### src/rtl/pipe_hazard_ctrl.sv
// Pipeline hazard controller for the 5-stage datapath: tracks EX/MEM/WB occupancy,
// generates stalls, wrong-path squash, forwarding selects, retire/stall counters and halt.
module pipe_hazard_ctrl #(
    parameter int WORD_SIZE = 16,
    parameter int REG_W     = 2,
    parameter bit FWD_EN    = 1'b1
) (
    input  logic                 clk,
    input  logic                 reset_n,
    input  logic                 id_valid,
    input  logic [REG_W-1:0]     id_rs,
    input  logic [REG_W-1:0]     id_rt,
    input  logic                 id_use_rs,
    input  logic                 id_use_rt,
    input  logic [REG_W-1:0]     id_rd,
    input  logic                 id_reg_write,
    input  logic                 id_is_load,
    input  logic                 id_is_halt,
    input  logic                 id_is_wwd,
    input  logic                 flush_i,
    output logic                 stall_o,
    output logic                 if_id_flush_o,
    output logic                 ex_valid_o,
    output logic [1:0]           fwd_a_o,
    output logic [1:0]           fwd_b_o,
    output logic                 id_byp_a_o,
    output logic                 id_byp_b_o,
    output logic                 wb_retire_o,
    output logic                 wb_wwd_o,
    output logic [WORD_SIZE-1:0] num_inst,
    output logic [WORD_SIZE-1:0] stall_cnt,
    output logic                 is_halted
);

    typedef struct packed {
        logic             valid;
        logic [REG_W-1:0] rd;
        logic             we;
        logic             is_load;
        logic             is_halt;
        logic             is_wwd;
    } slot_t;

    slot_t ex_q;
    slot_t mem_q;
    slot_t id_slot;

    // WB only needs the fields that retire, bypass or halt consume.
    logic             wb_valid;
    logic [REG_W-1:0] wb_rd;
    logic             wb_we;
    logic             wb_is_halt;
    logic             wb_is_wwd;

    logic       haz_rs;
    logic       haz_rt;
    logic       halt_pending;
    logic       issue;
    logic [1:0] sel_a;
    logic [1:0] sel_b;

    function automatic logic match(input logic v, input logic we,
                                   input logic [REG_W-1:0] rd,
                                   input logic [REG_W-1:0] r);
        return v & we & (rd == r);
    endfunction

    function automatic logic [1:0] fwd_sel(input slot_t ex_s, input slot_t mem_s,
                                           input logic [REG_W-1:0] r);
        logic [1:0] sel;
        sel = 2'd0;
        if (FWD_EN) begin
            if (match(ex_s.valid, ex_s.we, ex_s.rd, r) && !ex_s.is_load) begin
                sel = 2'd1;
            end else if (match(mem_s.valid, mem_s.we, mem_s.rd, r)) begin
                sel = 2'd2;
            end
        end
        return sel;
    endfunction

    always_comb begin
        id_slot.valid   = 1'b1;
        id_slot.rd      = id_rd;
        id_slot.we      = id_reg_write;
        id_slot.is_load = id_is_load;
        id_slot.is_halt = id_is_halt;
        id_slot.is_wwd  = id_is_wwd;
    end

    // With full forwarding only a load in EX cannot be bypassed in time.
    always_comb begin
        haz_rs = 1'b0;
        haz_rt = 1'b0;
        if (FWD_EN) begin
            haz_rs = id_use_rs & match(ex_q.valid, ex_q.we, ex_q.rd, id_rs) & ex_q.is_load;
            haz_rt = id_use_rt & match(ex_q.valid, ex_q.we, ex_q.rd, id_rt) & ex_q.is_load;
        end else begin
            haz_rs = id_use_rs & (match(ex_q.valid, ex_q.we, ex_q.rd, id_rs) |
                                  match(mem_q.valid, mem_q.we, mem_q.rd, id_rs));
            haz_rt = id_use_rt & (match(ex_q.valid, ex_q.we, ex_q.rd, id_rt) |
                                  match(mem_q.valid, mem_q.we, mem_q.rd, id_rt));
        end
    end

    assign halt_pending = (ex_q.valid & ex_q.is_halt) |
                          (mem_q.valid & mem_q.is_halt) |
                          (wb_valid & wb_is_halt);

    // A redirect overrides any stall: the ID instruction is wrong-path anyway.
    assign stall_o       = id_valid & (haz_rs | haz_rt | halt_pending | is_halted) & ~flush_i;
    assign if_id_flush_o = flush_i;
    assign issue         = id_valid & ~stall_o & ~flush_i & ~is_halted;

    assign sel_a = fwd_sel(ex_q, mem_q, id_rs);
    assign sel_b = fwd_sel(ex_q, mem_q, id_rt);

    assign ex_valid_o  = ex_q.valid;
    assign id_byp_a_o  = id_use_rs & match(wb_valid, wb_we, wb_rd, id_rs);
    assign id_byp_b_o  = id_use_rt & match(wb_valid, wb_we, wb_rd, id_rt);
    assign wb_retire_o = wb_valid & ~is_halted;
    assign wb_wwd_o    = wb_retire_o & wb_is_wwd;

    always_ff @(posedge clk or negedge reset_n) begin
        if (!reset_n) begin
            ex_q       <= '0;
            mem_q      <= '0;
            wb_valid   <= 1'b0;
            wb_rd      <= '0;
            wb_we      <= 1'b0;
            wb_is_halt <= 1'b0;
            wb_is_wwd  <= 1'b0;
            fwd_a_o    <= 2'd0;
            fwd_b_o    <= 2'd0;
        end else begin
            ex_q  <= issue ? id_slot : '0;
            // The redirecting instruction itself sits in MEM and moves on to WB.
            mem_q      <= flush_i ? '0 : ex_q;
            wb_valid   <= mem_q.valid;
            wb_rd      <= mem_q.rd;
            wb_we      <= mem_q.we;
            wb_is_halt <= mem_q.is_halt;
            wb_is_wwd  <= mem_q.is_wwd;
            fwd_a_o    <= issue ? sel_a : 2'd0;
            fwd_b_o    <= issue ? sel_b : 2'd0;
        end
    end

    always_ff @(posedge clk or negedge reset_n) begin
        if (!reset_n) begin
            num_inst  <= '0;
            stall_cnt <= '0;
            is_halted <= 1'b0;
        end else begin
            if (wb_retire_o) begin
                num_inst <= num_inst + WORD_SIZE'(1);
            end
            if (stall_o && !is_halted) begin
                stall_cnt <= stall_cnt + WORD_SIZE'(1);
            end
            if (wb_valid && wb_is_halt) begin
                is_halted <= 1'b1;
            end
        end
    end

endmodule
### config.mk
export PLATFORM = sky130hd
export DESIGN_NAME = pipe_hazard_ctrl
export DESIGN_NICKNAME = d
export VERILOG_FILES = /design/src/rtl/pipe_hazard_ctrl.sv
export SDC_FILE = /design/constraint.sdc
export NUM_CORES = 1
export LEC_CHECK = 0
export ABC_CLOCK_PERIOD_IN_PS = 2900
export CORE_ASPECT_RATIO = 1.1
export CORE_MARGIN = 2
export CORE_UTILIZATION = 45
export DETAILED_ROUTE_END_ITERATION = 10
export PLACE_DENSITY = 0.74
export SYNTH_ARGS = -nofsm -noshare
export SYNTH_HDL_FRONTEND = slang
export SYNTH_SLANG_ARGS = --single-unit
### constraint.sdc
create_clock -name clk -period 2.9 [get_ports clk]
set_clock_uncertainty 0.15 [all_clocks]
set_input_delay 0.87 -clock clk [delete_from_list [all_inputs] [get_ports clk]]
set_output_delay 0.87 -clock clk [all_outputs]
set_load 0.01 [all_outputs]
[Word-level counts from Yosys, hierarchy flattened]
Cells that the tools add are included.
Word-level totals
  register bits after elaboration: 56
  latch bits: 0
  bits in writable memories: 0
  ROM bits: 0
  input port bits: 16
  output and inout port bits: 44
  word-level logic and storage cells: 76
  memories: 0
Operators by class
  add/subtract/negate cells: 2
  $mul: 0
  divide/modulo/power cells: 0
  $lt $le $gt $ge: 0
  eq/ne operators: 6
  shift operators: 0
  multiplexer cells: 8
  bitwise gates (word level): 33
  reductions and logical operators: 6
Operator list (count)
  $add 16x1->16 const B: 2
  $and 1x1->1: 25
  $mux 7: 2
  $eq 2x2->1: 6
  $mux 2: 6
  $or 1x1->1: 5
  $logic_and 1x1->1: 4
  $not 1->1: 3
  $logic_not 1->1: 2

[Longest topological paths before layout]
Gate-level depths: netlist of run 1.
  word-level depth: 14
  mapped depth: 6
  depth with buffers taken out: 6

[Least setup slack after synthesis of run 1]
Ideal clock, no wire load.
  kind: in2out
  from: input port id_rs[1]
  to: output port stall_o
  arrival: 1826 ps
  data required time: 1880 ps
  slack: 54 ps
  cell stages on the path: 5
  path buffers: 1
  cells stage by stage: xor2_1 nor4b_4 nor3_2 buf_4 nor2_1
On the way
  word-level cells in the longest chain between the ends: 9
Ends and longest elaborated chain
  from (decl): RTL line 11  | input logic [REG_W-1:0] id_rs,
  $eq 2x2->1: RTL line 65  | return v & we & (rd == r);
  $and 1x1->1: RTL line 65
  $and 1x1->1 (2 in a row): RTL line 96  | haz_rs = id_use_rs & match(ex_q.valid, ex_q.we, ex_q.rd, id_rs) & ex_q.is_load;
  $or 1x1->1 (3 in a row): RTL line 111  | assign stall_o = id_valid & (haz_rs | haz_rt | halt_pending | is_halted) & ~flush_i;
  $and 1x1->1 (2 in a row): RTL line 111
  to (decl): RTL line 21  | output logic stall_o,
Every way passes these cells.

[Final worst setup path of run 1]
Ends and elaborated chain as after synthesis.

==> results of run 1 <==
## metrics by stage
stage / hold slack, ns / setup slack [ns] / instances
6_report: 0.205 / 0.0609 / 368
5_1_grt: 0.227 / -0.0219 / 368
4_1_cts: 0.205 / -0.0314 / 366
3_5_place_dp: 0.190 / -0.735 / 351
3_3_place_gp: 0.196 / -0.701 / 351
2_1_floorplan: 0.181 / 0.0536 / 203
## per-layer routing
metal | track usage | up-vias | wire (um)
met5 | 0 | - | 0
met4 | 0.0625 | 0 | 75
met3 | 0.0417 | 7 | 237
met2 | 0.299 | 54 | 2430
met1 | 0.215 | 892 | 2100
li1 | - | 872 | -
## cell type report
cell class | count | area, um2 | area share
flip-flops and latches | 56 | 1400 | 0.408
multi-input cells | 141 | 1060 | 0.308
repair buffers | 87 | 796 | 0.232
well taps | 75 | 93.8 | 0.0273
clock buffers | 6 | 72.6 | 0.0211
inverters | 2 | 7.51 | 0.00219
clock inverters | 1 | 5.00 | 0.00146
## registers in the layout, summed over array words and instances (netlist names)
name,count
wb_we,1
wb_is_wwd,1
wb_is_halt,1
ex_q,6
stall_cnt,16
wb_valid,1
wb_rd,2
is_halted,1
mem_q,6
fwd_b_o,2
ex_valid_o,1
fwd_a_o,2
num_inst,16
## power breakdown
part           leakage (nW)  switching (W)  internal [W]
clock network        0.0410       0.000224      0.000165
registers             0.757      0.0000719      0.000838
logic                 0.782       0.000152      0.000211
total                  1.58       0.000448       0.00121
## worst max-delay path by stage
stage	startpoint	end	slack (ns)	cells after the start
4_1_cts	id_rs[0]	stall_o	-0.03	6
2_1_floorplan	id_rs[1]	stall_o	0.05	5
5_1_grt	id_rs[1]	stall_o	-0.02	6
3_5_place_dp	id_rs[1]	stall_o	-0.73	6
3_3_place_gp	id_rs[1]	stall_o	-0.70	6
6_report	id_rs[1]	stall_o	0.06	6
## kinds of logic (layout without fill, tap and decap cells)
family,count (synthesis),after routing
buffers and inverters,6,96
XOR/XNOR,41,41
AND/OR/NAND/NOR,89,89
flip-flops,56,56
multiplexers,2,2
adder cells (fa/ha/maj),2,2
AO/OA/AOI/OAI,7,7
## timing repair
action / CTS / global route
endpoints found under the setup margin: 4 / 1
resized for setup: 25 / 18
buffers inserted: 8 / 2
pin swaps: 6 / 6
hold endpoints to repair: 0 / 0
## layout by cell type, fill, tap and decap left out, types with 2 or more instances in the layout
cell type         n
ha_1              2
nand2_1          15
inv_1             2
nor2_1           12
clkdlybuf4s50_1  48
buf_12            2
nor3_1            6
xor2_1           18
buf_4            26
nor2b_1          10
xnor2_1          19
nand3_1          12
clkbuf_2          3
nand2_2           3
nor3_2            4
nor4_1            2
nand4_1           6
xnor2_2           2
clkbuf_8          5
and4_1            2
dfrtp_1          56
nor4b_4           2
buf_2             4
and3_1            7
==> metrics.md, run 1 <==
| Metric | Value |
|---|---|
| # clock sinks | 56 |
| Antenna Cells | 0 |
| Post-Syn Nets | 221 |
| Nets@finish | roughly 310 |
| Gr usage total | 0.175 |
| Synth cell types | 38 |
| Critical Path Max Stage Delay | 0.34 ns |
| Vias per cell | between 4 and 5 |
| H-tree depth | 2 |
| Min cycle time layout | 2.84 ns |
| Initial antenna violation count | 0 |
| Site row count | 28 |
| Hpwl dp | 3660 um |
| Clk_lat worst skew | 0.29 ns |
| Min-delay worst type | flop to flop |
| Total power | 0.00166 W |
| Final Util | 0.645 |
| Hold path depth | 0 |
| Crit Reg-Reg Endpoint | fwd_b_o[1] |
| Critical path arrival | 1.82 ns |
| Leak pwr | approximately 1.6 nW |
| Asr flop ratio synth | 1.00 |
| Mux cell area share after synthesis | 0.00916 |
| Area after DPL | about 3300 um2 |
| CP Class | primary input to output port |
| Via count | 1825 |
| Slew @ Worst Pin | 0.655 ns |
| Synth Area in Simple Gates | 0.218 |
| Largest net degree at the start of global routing | 30 |
| DRT iter0 DRCs | 110 |
| Share of the synthesized area in the top cell type | 0.570 |
| Final worst path period share | 0.979 |
| RSZ-0062 raised after global routing | yes |
| Crit end category | output port |
| Hold Crit Start | mem_q[0] |
| Status | finished, final reports clean |
| Top cells by count, synth | dfrtp_1, xnor2_1, xor2_1, nand2_1 |
| Final hold violation count | 0 |
| ANT nets after route | 0 |
| RR Startpoint | ex_q[4] |
| First-pass GRT wire length | between 8000 and 9000 um |
| Root buffer cell | clkbuf_8 |
| Top-count cell post-synth | dfrtp_1 |
| Grt total ovfl | 0 |
| Fillers | roughly 440 |
| Critical Path, Cell by Cell | buf_8, xor2_4, nor4b_4, nor3_2, nor2_1, buf_2 |
| Worst reg-to-reg setup slack | about 0.55 ns |
| Max Slew Vio Count | 0 |
| CP Buf/Inv Count | 2 |
| CTS buffer count | 5 |
| Total Neg Setup Slack | 0 ns |
| Vias in the first global route | ~1800 |
| Quantity of hold-fixing buffers added after cts | 0 |
| Maximum vdd drop | 0.315 mV |
| CTS tree | done |
| Ranking of synthesized cells by area | dfrtp_1, xnor2_1, xor2_1 |
| CTS clk-pin slew, worst paths | about 0.090 ns |
| Average cell area after synthesis | around 12 um2 |
| Compound-Gate Fraction of Synth Area | 0.0275 |
| Post-DR wirelength/cell | 13.2 um |
| Die height | 81.5 um |
| Worst EP required | 1.88 ns |
| CP max FO | 2 |
| Critical path startpoint category | primary input |
| Setup-failing EPs final | 0 |
| Top_reg_cell synth | dfrtp_1 |
| DR pass1 iterations | 4 |
| Initial core utilization | 0.461 |
| Placer congestion estimate | 0.810 |
| Area Growth Syn to Fin | 39.7% |
| Worst Hold End | wb_is_wwd |
| Ys Warns | 0 |
| Share of layout cells above drive strength 1 | 0.205 |
| Drt drc | 0 |
| XOR/XNOR share of the synthesized area | 0.149 |
| Clock tree buffer depth | 2 |
| Die width | 74.5 um |
| Leading area contributor after synthesis | dfrtp_1 |
| Post-route cell area | roughly 3400 um2 |
| Fmax | about 0.35 GHz |
| Number of synthesized register bits | 56 |
| Final WL | 4840 um |
| Max-cap violations | 0 |
| Core area | 5330 um2 |
| Post-synth EDFFs | 0 |
| Post-synthesis sequential area ratio | 0.570 |
| Port bufs | 59 |
| Cells after Synth | 203 |
| Relative slew slack | 0.564 |
| Pwr/cell area | 484 nW/um2 |
| Slowest-stage cell, CP | nor4b_4 |
| Combinational family with the most area after synthesis | simple AND/OR/NAND/NOR gates |
| Top delay family on crit path | simple AND/OR/NAND/NOR gates |
| I/O pin count | 60 |
| Worst Reg-to-Reg Cells | 13 |
| Cell area after synthesis | 2460 um2 |
| Synth Area in Adders | 0.0102 |
| Die ar. | 6070 um2 |
Power figures use the tool's default switching activity.
==> run 2, diff against run 1 <==
--- a/config.mk
+++ b/config.mk
@@ -6,6 +6,7 @@
 export NUM_CORES = 1
 export LEC_CHECK = 0
 export ABC_CLOCK_PERIOD_IN_PS = 2900
+export CAP_MARGIN = 5
 export CORE_ASPECT_RATIO = 1.1
 export CORE_MARGIN = 2
 export CORE_UTILIZATION = 45
==> results of run 2 <==
Same layout as run 1: the final DEF is identical, and so are final timing and power.
